==> src/rtl/tx_skip_inserter.sv <==
// tx_skip_inserter: transmit-side clock-compensation symbol inserter.
// Forwards {k, data[7:0]} symbols, fills empty data slots with IDLE_SYMBOL, and
// after every SKIP_INTERVAL data slots emits a burst of SKIP_LEN SKIP_SYMBOLs.
// Optional feature macro: TX_SKIP_FORCE_EN adds i_skip_force, which requests a
// skip burst immediately after the current data slot.
module tx_skip_inserter #(
    parameter int          SKIP_INTERVAL = 1024,
    parameter int          SKIP_LEN      = 2,
    parameter logic [8:0]  SKIP_SYMBOL   = 9'h17C,
    parameter logic [8:0]  IDLE_SYMBOL   = 9'h1BC
) (
    input  logic       i_clk,
    input  logic       i_rst,
    input  logic [8:0] i_data,
    input  logic       i_valid,
    output logic       o_ready,
    output logic [8:0] o_data,
    output logic       o_skip_active
`ifdef TX_SKIP_FORCE_EN
    ,
    input  logic       i_skip_force
`endif
);

    localparam int IW = $clog2(SKIP_INTERVAL);
    localparam int SW = $clog2(SKIP_LEN) + 1;

    localparam logic [IW-1:0] INTERVAL_LAST = IW'(SKIP_INTERVAL - 1);
    localparam logic [SW-1:0] SKIP_LAST     = SW'(SKIP_LEN - 1);

    localparam logic [0:0] S_DATA = 1'b0;
    localparam logic [0:0] S_SKIP = 1'b1;

    logic [0:0]    r_state;
    logic [IW-1:0] r_interval_cnt;
    logic [SW-1:0] r_skip_cnt;
    logic          w_force;
    logic          w_window_end;

`ifdef TX_SKIP_FORCE_EN
    assign w_force = i_skip_force;
`else
    assign w_force = 1'b0;
`endif

    // A forced request and a terminal count collapse into the same single burst.
    assign w_window_end = (r_interval_cnt == INTERVAL_LAST) || w_force;

    // Ready depends only on state and reset, never on i_valid.
    assign o_ready = (r_state == S_DATA) && !i_rst;

    // Slot sequencer: data slots counted free-running, then a fixed-length skip burst.
    always_ff @(posedge i_clk) begin
        if (i_rst) begin
            r_state        <= S_DATA;
            r_interval_cnt <= '0;
            r_skip_cnt     <= '0;
            o_data         <= IDLE_SYMBOL;
            o_skip_active  <= 1'b0;
        end else begin
            case (r_state)
                S_DATA: begin
                    o_data        <= i_valid ? i_data : IDLE_SYMBOL;
                    o_skip_active <= 1'b0;
                    if (w_window_end) begin
                        r_interval_cnt <= '0;
                        r_state        <= S_SKIP;
                    end else begin
                        r_interval_cnt <= r_interval_cnt + 1'b1;
                    end
                end
                default: begin
                    o_data        <= SKIP_SYMBOL;
                    o_skip_active <= 1'b1;
                    if (r_skip_cnt == SKIP_LAST) begin
                        r_skip_cnt <= '0;
                        r_state    <= S_DATA;
                    end else begin
                        r_skip_cnt <= r_skip_cnt + 1'b1;
                    end
                end
            endcase
        end
    end

endmodule

==> config.mk <==
export PLATFORM = sky130hd
export DESIGN_NAME = tx_skip_inserter
export DESIGN_NICKNAME = d
export VERILOG_FILES = /design/src/rtl/tx_skip_inserter.sv
export SDC_FILE = /design/constraint.sdc
export NUM_CORES = 1
export LEC_CHECK = 0
export CORE_MARGIN = 10
export CORE_UTILIZATION = 45
export CTS_CLUSTER_DIAMETER = 60
export CTS_CLUSTER_SIZE = 25
export DETAILED_ROUTE_END_ITERATION = 7
export PLACE_DENSITY = 0.75
export SYNTH_ARGS = -nofsm -noshare
export SYNTH_HDL_FRONTEND = slang
export SYNTH_SLANG_ARGS = --single-unit
==> constraint.sdc <==
create_clock -name i_clk -period 1.5 [get_ports i_clk]
set_input_delay 0.3 -clock i_clk [delete_from_list [all_inputs] [get_ports i_clk]]
set_output_delay 0.3 -clock i_clk [all_outputs]
set_load 0.02 [all_outputs]
## Yosys cells after proc, flatten, opt, wreduce, memory -nomap -nowiden

Index checks and enable logic that the tools add are counted.

- Output and inout bits: 11
- Bits in registers: 23
- Input bits: 12

- Bitwise logic cells: 2
- Reductions and logical operators: 3
- Multiplexer cells: 8
- Eq/ne operators: 2
- $add $sub $neg: 2

Operators by type and width:

| kind | count |
|---|---|
| 2-to-1 mux 8 bit | 2 |
| adder 10 x 1 -> 10 bit (second input constant) | 1 |
| == test 10 bit (second input constant) | 1 |
| 2-to-1 mux 10 bit | 1 |
| 2-to-1 mux 1 bit | 4 |
| OR reduction 3 bit | 1 |
| adder 2 x 1 -> 2 bit (second input constant) | 1 |
| == test 2 x 1 -> 1 bit (second input constant) | 1 |
| 2-to-1 mux 2 bit | 1 |
| inverter 1 bit | 2 |
| logical AND 1 bit | 1 |
| zero test 1 bit | 1 |

## Logic depth before layout (Yosys ltp)

Gate-level depths: netlist (run 1).

- Depth in word-level cells: 3
- Mapped depth: 4
- Depth with buffers taken out: 4

## Worst setup path after synthesis (run 1)

Ideal clock, no wire load.

- Path type: register -> register
- Start point: register r_state
- End point: register o_data[2]
- Data arrival time: 1.332 ns
- Slack: 0.044 ns
- Stages on the path, launching flop included: 5
- Required time: 1.377 ns
- Cell sequence: dfxtp_1 clkbuf_1 nor2_1 nand2_1 or2_2

- Word-level cells in the longest chain between the ends: 1

RTL lines:

| item | line | text |
|---|---|---|
| from (decl) | 34 | `logic [0:0] r_state;` |
| from (signal assigned) | 55 | `r_state <= S_DATA;` |
| from (signal assigned) | 67 | `r_state <= S_SKIP;` |
| from (signal assigned) | 77 | `r_state <= S_DATA;` |
| OR reduction 3 bit (no line) | n/a |  |
| to (signal assigned) | 63 | `o_data <= i_valid ? i_data : IDLE_SYMBOL;` |
| to (decl) | 17 | `output logic [8:0] o_data,` |

No other way between the ends.
A chain may end at the register's enable or synchronous reset.

## Final worst setup path (run 1)

- Start point: register r_interval_cnt[0]
- End point: register r_interval_cnt[8]

- Word-level cells in the longest chain between the ends: 2
- Elaborated cells on any way between the ends: 3

RTL lines:

| item | line | text |
|---|---|---|
| from (decl) | 35 | `logic [IW-1:0] r_interval_cnt;` |
| from (signal assigned) | 69 | `r_interval_cnt <= r_interval_cnt + 1'b1;` |
| adder 10 x 1 -> 10 bit or == test 10 bit (tied branches) | 69, 47 |  |
| 2-to-1 mux 10 bit * | 65 | `if (w_window_end) begin` |

Mark *: on every way between the ends. The rest lies on a longest branch, timed or not.

==> results.md, run 1 <==
- Part of the Yosys area used for sequential elements: between 50% and 60%
- Vias: 764
- FP Rows: 15
- CTS tree: built
- Req. time, crit path: around 1800 ps
- Worst hold path class: flop to flop
- Final Hold Fails: 0
- Synthesis-stage register bit count: 23
- Synth top area cells: dfxtp_1 (52%), a21oi_1 (4.0%), or2_2 (3.5%)
- Area Growth Syn to Fin: 35.6%
- Setup clock skew after layout: a little under 4 ps
- # hold bufs at CTS: 0
- Max-slew headroom: 85.9%
- Fraction of layout cells with a size suffix above 1: between 10% and 20%
- CP Cell Sequence: ha_1 -> nand3b_2 -> or4_1 -> a21oi_1
- Setup TNS: 0 ps
- First-pass GRT wire length: 3230 microns
- Synth warn: 0
- Post-synth top flop: dfxtp_1
- CP endpoint kind: flop
- Initial antenna violation count: 0
- Part of the power in the clock network: 26.9%
- Synth cell types: 34
- Actual slew at the worst max-slew pin: 208 ps
- Post-Syn Area per Cell: 9.91 sq um
- Worst VDD drop: 0.000675 V
- Internal: between 700 and 800 uW
- Max-cap viol count: 0
- Post-synth net total: 102
- Hold slack: 443 ps
- Total GRT Usage: 9.48%
- Yosys top cell by area: dfxtp_1
- Pleak: 0.000481 uW
- Reg area: 460 sq um
- Simple-gate share of the synthesized area: around 27%
- Comb pwr share: a little over a tenth
- Slowest CP cell: or4_1
- Sw power: approximately 250 uW
- # fillers: between 150 and 200
- # port buffers: 22
- Worst Hold Path Cells: 2
- Diodes inserted: 0
- Clk root buf: clkbuf_4
- Number of synthesized flops with an enable pin: 0
- Syn Std Cell Area: between 800 and 900 sq um
- Ports: 23
- CP max FO: 4
- Worst setup path class: flop to flop
- Highest Clock Rate: 0.723 GHz
- Final WL: 1950 microns
- # setup viols final: 0
- Synth async-reset ratio: 0%
- Vias/cell: 5.23
- Detail Placement HPWL: 1550 microns
- Worst path max stage delay: approximately 470 ps
- Placeable Area: between 1500 and 2000 sq um
- Startpoint Class: flop
- Complex-gate fraction of the synthesized area: between 10 and 15%
- Net Sw Frac: 23.6%
- Post-Syn Instances: between 80 and 90
- Synth Area in XOR/XNOR: around 4.0%
- PD cells: slightly below 900 nW/um^2
- Die W: 64.3 microns
- Sequential Power Share: 62.0%
- Die area: 4130 sq um
- Area of the multi-input gates: 403 sq um
- Status: finished, final reports clean
- Max-slew violations: 0
- Later-pin clock latency in the skew report: approximately 300 ps
- Wire per inst: 13.4 microns
- Mux cell area share after synthesis: 0%
- Initial Util: 49.5%
- Remaining antenna violation count after routing: 0
- Remaining DRCs: 0
- Drt first pass iters: 5
- Final min period: 1380 ps
- Largest family of logic cells by synthesized area: simple AND/OR/NAND/NOR gates
- Post-synthesis adder-cell area fraction: between 1 and 1.5%
- Die Ht: 64.3 microns
- R2R cell count: 4
- Period Utilization, post-route: 92.2%
- Crit path max-delay family: simple AND/OR/NAND/NOR gates
- Clk sinks: 23
- H-Tree Depth: 1
- Vias in the first global route: 697
- Clock transition at path regs: between 100 and 150 ps
- Nets: 135
- Share of the synthesized area in the top cell type: 52.2%
- DRT iter0 DRCs: 16
- CP arrival: 1630 ps
- Total gr overflow: 0
- CTS max path bufs: 2
- Crit. path cell count: 4
- Num CTS Buffers: 3
- WP buf/inv: 0
- RSZ-0062 raised after global routing: no
- Largest net degree at the start of global routing: 15
- GP Congestion: 0.722
-- timing repair --
item                       CTS  global route
gates resized for setup     13             1
buffers inserted             0             0
setup endpoints to repair   11             1
-- metal layers --
layer	global-route usage [%]	routed length, microns	up-vias
met3	3.48	97	2
met4	3.21	12	0
li1	-	-	385
met5	0	0	-
met2	15.9	976	15
met1	10.8	868	362
-- power by group through the flow --
stage	sequential [uW]	clock, uW	combinational (uW)
after floorplan	672	0	40.2
after global placement	660	0	121
after detailed placement	661	0	125
after CTS	647	293	118
after global routing	650	319	126
final	647	281	115
-- placed cells by master (no fill, tap or decap), types with 2 or more instances in the layout --
master and count:
nand2_1 3, dfxtp_1 23, buf_4 8, clkdlybuf4s50_1 11
a21oi_1 7, inv_1 3, nor2b_1 3, dlygate4sd2_1 10
and3_1 2, or2_2 5, clkbuf_4 3, or3_1 3
xnor2_1 2, xor2_1 2, o21ai_0 4, nand3_1 2
nor2_1 7, nand4_1 2
-- path summary, 6_finish.rpt --
check / startpoint / to / slack, ps
setup / recovery: r_interval_cnt[0]$_SDFFE_PP0N_ / r_interval_cnt[8]$_SDFFE_PP0N_ / 120
hold / removal: r_skip_cnt[1]$_SDFFE_PP0P_ / r_skip_cnt[1]$_SDFFE_PP0P_ / 440
setup reg to reg: r_interval_cnt[0]$_SDFFE_PP0N_ / r_interval_cnt[8]$_SDFFE_PP0N_ / 120
hold reg to reg: r_skip_cnt[1]$_SDFFE_PP0P_ / r_skip_cnt[1]$_SDFFE_PP0P_ / 440
-- flip-flops by register name, summed over array words and instances (netlist names) --
signal          cells
r_interval_cnt     10
r_state             1
o_data              9
o_skip_active       1
r_skip_cnt          2
-- cell type report --
cell class                 count  share of cell area (%)
clock buffer                   3                    1.88
clock inverter                 1                   0.418
inverter                       3                   0.941
multi-input combinational     61                    33.7
sequential                    23                    38.5
tap                           25                    2.62
timing repair buffer          30                    22.0
-- kinds of logic after synthesis --
group | Yosys count
simple gates | 38
buf+inv | 5
xor+xnor | 4
fa+ha+maj | 1
flops | 23
compound gates | 18
-- worst min-delay path: stages, from the launching register on --
cell	delay [ps]
dfxtp_1	330
inv_1	50
a211oi_1	30
-- synth_stat cells (2+ instances only) --
cell type,instances
nand3_1,2
nor2b_1,3
nand4_1,2
xnor2_1,2
clkbuf_1,2
dfxtp_1,23
inv_1,3
and3_1,2
xor2_1,2
nor2_1,7
nand2_1,3
or2_2,5
or3_1,3
o21ai_0,4
a21oi_1,7
-- metrics by stage --
stage / utilization (%) / worst slack (ps) / power, uW / std cells / instance area, sq um
4_1_cts: 67.4 / 28.0 / 1060 / 146 / 1200
2_1_floorplan: - / 44.4 / 712 / 89 / 882
3_5_place_dp: 66.5 / -335 / 785 / 142 / 1190
3_3_place_gp: 66.5 / -315 / 781 / 142 / 1190
6_report: 67.1 / 117 / 1040 / 146 / 1200
5_1_grt: 67.1 / 27.9 / 1100 / 146 / 1200
No activity file was read; power rests on OpenSTA's default activity.
==> run 2: changes to the inputs <==
--- a/config.mk
+++ b/config.mk
@@ -5,12 +5,13 @@
 export SDC_FILE = /design/constraint.sdc
 export NUM_CORES = 1
 export LEC_CHECK = 0
+export ABC_AREA = 1
 export CORE_MARGIN = 10
 export CORE_UTILIZATION = 45
 export CTS_CLUSTER_DIAMETER = 60
 export CTS_CLUSTER_SIZE = 25
 export DETAILED_ROUTE_END_ITERATION = 7
-export PLACE_DENSITY = 0.75
+export PLACE_DENSITY = 0.74
 export SYNTH_ARGS = -nofsm -noshare
 export SYNTH_HDL_FRONTEND = slang
 export SYNTH_SLANG_ARGS = --single-unit
==> results.md, run 2 <==
- Total gr overflow: 0 (unchanged)
- # setup viols final: 0 (unchanged)
- FF-to-FF Start: r_interval_cnt[0]$_SDFFE_PP0N_ (unchanged)
- Resize count post-CTS: 12 (was 13)
- Max-cap viol count: 0 (unchanged)
- PD cells: 871 nW/um^2 (was 872 nW/um^2)
- Syn Std Cell Area: 905 sq um (was 882 sq um)
- Part of the power in the clock network: 29.0% (was 26.9%)
- Cell area after layout: 1190 sq um (was 1200 sq um)
- Top flop regs: r_interval_cnt: 10 flops, o_data: 9 flops, r_skip_cnt: 2 flops (unchanged)
- Total GRT Usage: 10.6% (was 9.48%)
- Synth top area cells: dfxtp_1 (51%), nand2_1 (7.1%), nor2_1 (5.8%) (was dfxtp_1 (52%), a21oi_1 (4.0%), or2_2 (3.5%))
- Max-slew violations: 0 (unchanged)
- R2R cell count: 6 (was 4)
- Synth async-reset ratio: 0% (unchanged)
- # port buffers: 22 (unchanged)
- Cell with the most instances after synthesis: dfxtp_1 (unchanged)
- Wire per inst: 11.6 microns (was 13.4 microns)
- Post-synth net total: 124 (was 102)
- Post-CTS setup buffers: 0 (unchanged)
- Synth top cells by count: dfxtp_1 (23), nand2_1 (17), nor2_1 (14) (was dfxtp_1 (23), a21oi_1 (7), nor2_1 (7))
- Setup clock skew after layout: 1.15 ps (was 3.84 ps)
- Ports: 23 (unchanged)
- Comb pwr share: 9.7% (was 11.0%)
- CTS tree: built (unchanged)
- Num CTS Buffers: 3 (unchanged)
- Initial antenna violation count: 0 (unchanged)
- Highest Clock Rate: 0.746 GHz (was 0.723 GHz)
- Largest register FFs: 10 (unchanged)
- FP Rows: 16 (was 15)
- Max-slew headroom: 84.6% (was 85.9%)
- First-pass GRT wire length: 3440 microns (was 3230 microns)
- Share of the synthesized area in the top cell type: 50.9% (was 52.2%)
- Number of synthesized flops with an enable pin: 0 (unchanged)
- Vias/cell: 4.68 (was 5.23)
- Min-delay src: r_skip_cnt[1]$_SDFFE_PP0P_ (unchanged)
- Vias: 782 (was 764)
- Detail Placement HPWL: 1540 microns (was 1550 microns)
- Remaining antenna violation count after routing: 0 (unchanged)
- Synth cell types: 22 (was 34)
- Worst setup path class: input pin to output port (was flop to flop)
- Crit Reg-Reg Endpoint: r_interval_cnt[7]$_SDFFE_PP0N_ (was r_interval_cnt[8]$_SDFFE_PP0N_)
- WHS Endpoint: r_skip_cnt[1]$_SDFFE_PP0P_ (unchanged)
- Clk root buf: clkbuf_4 (unchanged)
- # hold bufs at CTS: 0 (unchanged)
- CP max FO: 2 (was 4)
- Worst hold path class: flop to flop (unchanged)
- Startpoint Class: input pin (was flop)
- Later-pin clock latency in the skew report: 320 ps (was 300 ps)
- Die W: 64.8 microns (was 64.3 microns)
- CTS max path bufs: 2 (unchanged)
- Diodes inserted: 0 (unchanged)
- Pleak: 0.000472 uW (was 0.000481 uW)
- CP arrival: 1040 ps (was 1630 ps)
- Worst Hold Path Cells: 2 (unchanged)
- Area Growth Syn to Fin: 31.5% (was 35.6%)
- Yosys top cell by area: dfxtp_1 (unchanged)
- Post-Syn Area per Cell: 8.15 sq um (was 9.91 sq um)
- Clock transition at path regs: 130 ps (about the same)
- Remaining DRCs: 0 (unchanged)
- Part of the Yosys area used for sequential elements: 50.9% (was 52.2%)
- Hold slack: 435 ps (was 443 ps)
- Largest net degree at the start of global routing: 15 (unchanged)
- RSZ-0062 raised after global routing: no (unchanged)
- R2r setup slk: 180 ps (was 120 ps)
- Synthesis-stage register bit count: 23 (unchanged)
- Placeable Area: 1940 sq um (was 1780 sq um)
- Initial Util: 46.6% (was 49.5%)
- Die Ht: 64.8 microns (was 64.3 microns)
- Final WL: 1940 microns (was 1950 microns)
- Commonest non-fill, non-tap cell in the layout: dfxtp_1 (unchanged)
- Post-synth top flop: dfxtp_1 (unchanged)
- Most flops, register: r_interval_cnt (unchanged)
- Commonest non-fill, non-tap cells in the layout: dfxtp_1 (23), nand2_1 (17), nor2_1 (14) (was dfxtp_1 (23), clkdlybuf4s50_1 (11), dlygate4sd2_1 (10))
- Area after DPL: 1180 sq um (was 1190 sq um)
- Clk sinks: 23 (unchanged)
- Internal: 783 uW (was 797 uW)
- Sw power: 253 uW (was 246 uW)
- Synth warn: 0 (unchanged)
- Actual slew at the worst max-slew pin: 228 ps (was 208 ps)
- Drt first pass iters: 6 (was 5)
- Post-Syn Instances: 111 (was 89)
- Final Hold Fails: 0 (unchanged)
- Fraction of layout cells with a size suffix above 1: 13.6% (was 19.0%)
- Req. time, crit path: 1200 ps (was 1750 ps)
- Status: finished, final reports clean (unchanged)
- Worst VDD drop: 0.000600 V (was 0.000675 V)
- Final min period: 1340 ps (was 1380 ps)
- Sequential Power Share: 61.3% (was 62.0%)
- GP Congestion: 0.808 (was 0.722)
- DRT iter0 DRCs: 12 (was 16)
- Vias in the first global route: 834 (was 697)
- Period Utilization, post-route: 89.4% (was 92.2%)
- CP endpoint kind: output port (was flop)
- H-Tree Depth: 1 (unchanged)
- Net Sw Frac: 24.4% (was 23.6%)
- Die area: 4200 sq um (was 4130 sq um)
- Nets: 154 (was 135)
run 2: cell count changes after synthesis, sizes merged, moves of 3 or more:
| cell | before | now |
|---|---|---|
| and3 | 3 | 0 |
| inv | 3 | 16 |
| nand2 | 3 | 18 |
| nand3 | 3 | 9 |
| nor2 | 7 | 19 |
| nor2b | 3 | 0 |
| or3 | 3 | 0 |
run 2: how the worst max path moves through the flow:
stage	start	endpoint	slack, ps	cells after the start
floorplan	i_rst	o_data[2]$_SDFF_PP1_	330	6
global placement	i_rst	o_ready	-280	3
detailed placement	i_rst	o_ready	-280	3
CTS	i_rst	o_ready	20	3
global route	r_interval_cnt[0]$_SDFFE_PP0N_	r_interval_cnt[7]$_SDFFE_PP0N_	60	6
finish	i_rst	o_ready	160	3
run 2: cell families (layout without fill, tap and decap cells):
logic type | after synthesis | after routing | synth area share, %
flops | 23 | 23 | 50.9
xor+xnor | 3 | 3 | 2.91
buf+inv | 17 | 46 | 8.16
simple gates | 56 | 56 | 30.6
compound gates | 11 | 11 | 6.09
fa+ha+maj | 1 | 1 | 1.38
run 2: final cells by class:
class / instances / area (sq um)
Fill cell: 196 / 752
Sequential cell: 23 / 460
Multi-Input combinational cell: 71 / 370
Timing Repair Buffer: 26 / 233
Inverter: 16 / 62.6
Tap cell: 27 / 33.8
Clock buffer: 3 / 22.5
Clock inverter: 1 / 7.51
run 2: power groups by stage:
stage	Sequential (uW)	Combinational, uW	Clock [uW]
3_5_place_dp	650	111	0
6_report	635	101	300
5_1_grt	639	115	342
4_1_cts	636	104	316
3_3_place_gp	649	109	0
2_1_floorplan	661	35.9	0
run 2: metal layers:
metal | GRT usage (%) | part of all wire (%) | up-vias | routed length (microns)
li1 | - | - | 405 | -
met1 | 10.2 | 38 | 347 | 743
met2 | 15.6 | 43 | 25 | 833
met3 | 9.45 | 17 | 5 | 325
met4 | 4.81 | 1.8 | 0 | 34
met5 | 0 | 0 | - | 0
run 2: critical path, cell delays in order:
cell,delay (ps)
clkdlybuf4s50_1,440
nor2_2,110
clkbuf_2,180
run 2: through the flow:
step	util [%]	cells	power (uW)	worst slack, ps	TNS [ps]
final	61.3	167	1040	160	0
after detailed placement	60.6	163	760	-279	-279
after CTS	61.5	167	1060	20.6	0
after global placement	60.6	163	758	-282	-282
after floorplan	-	111	697	325	0
after global routing	61.3	167	1100	55.8	0
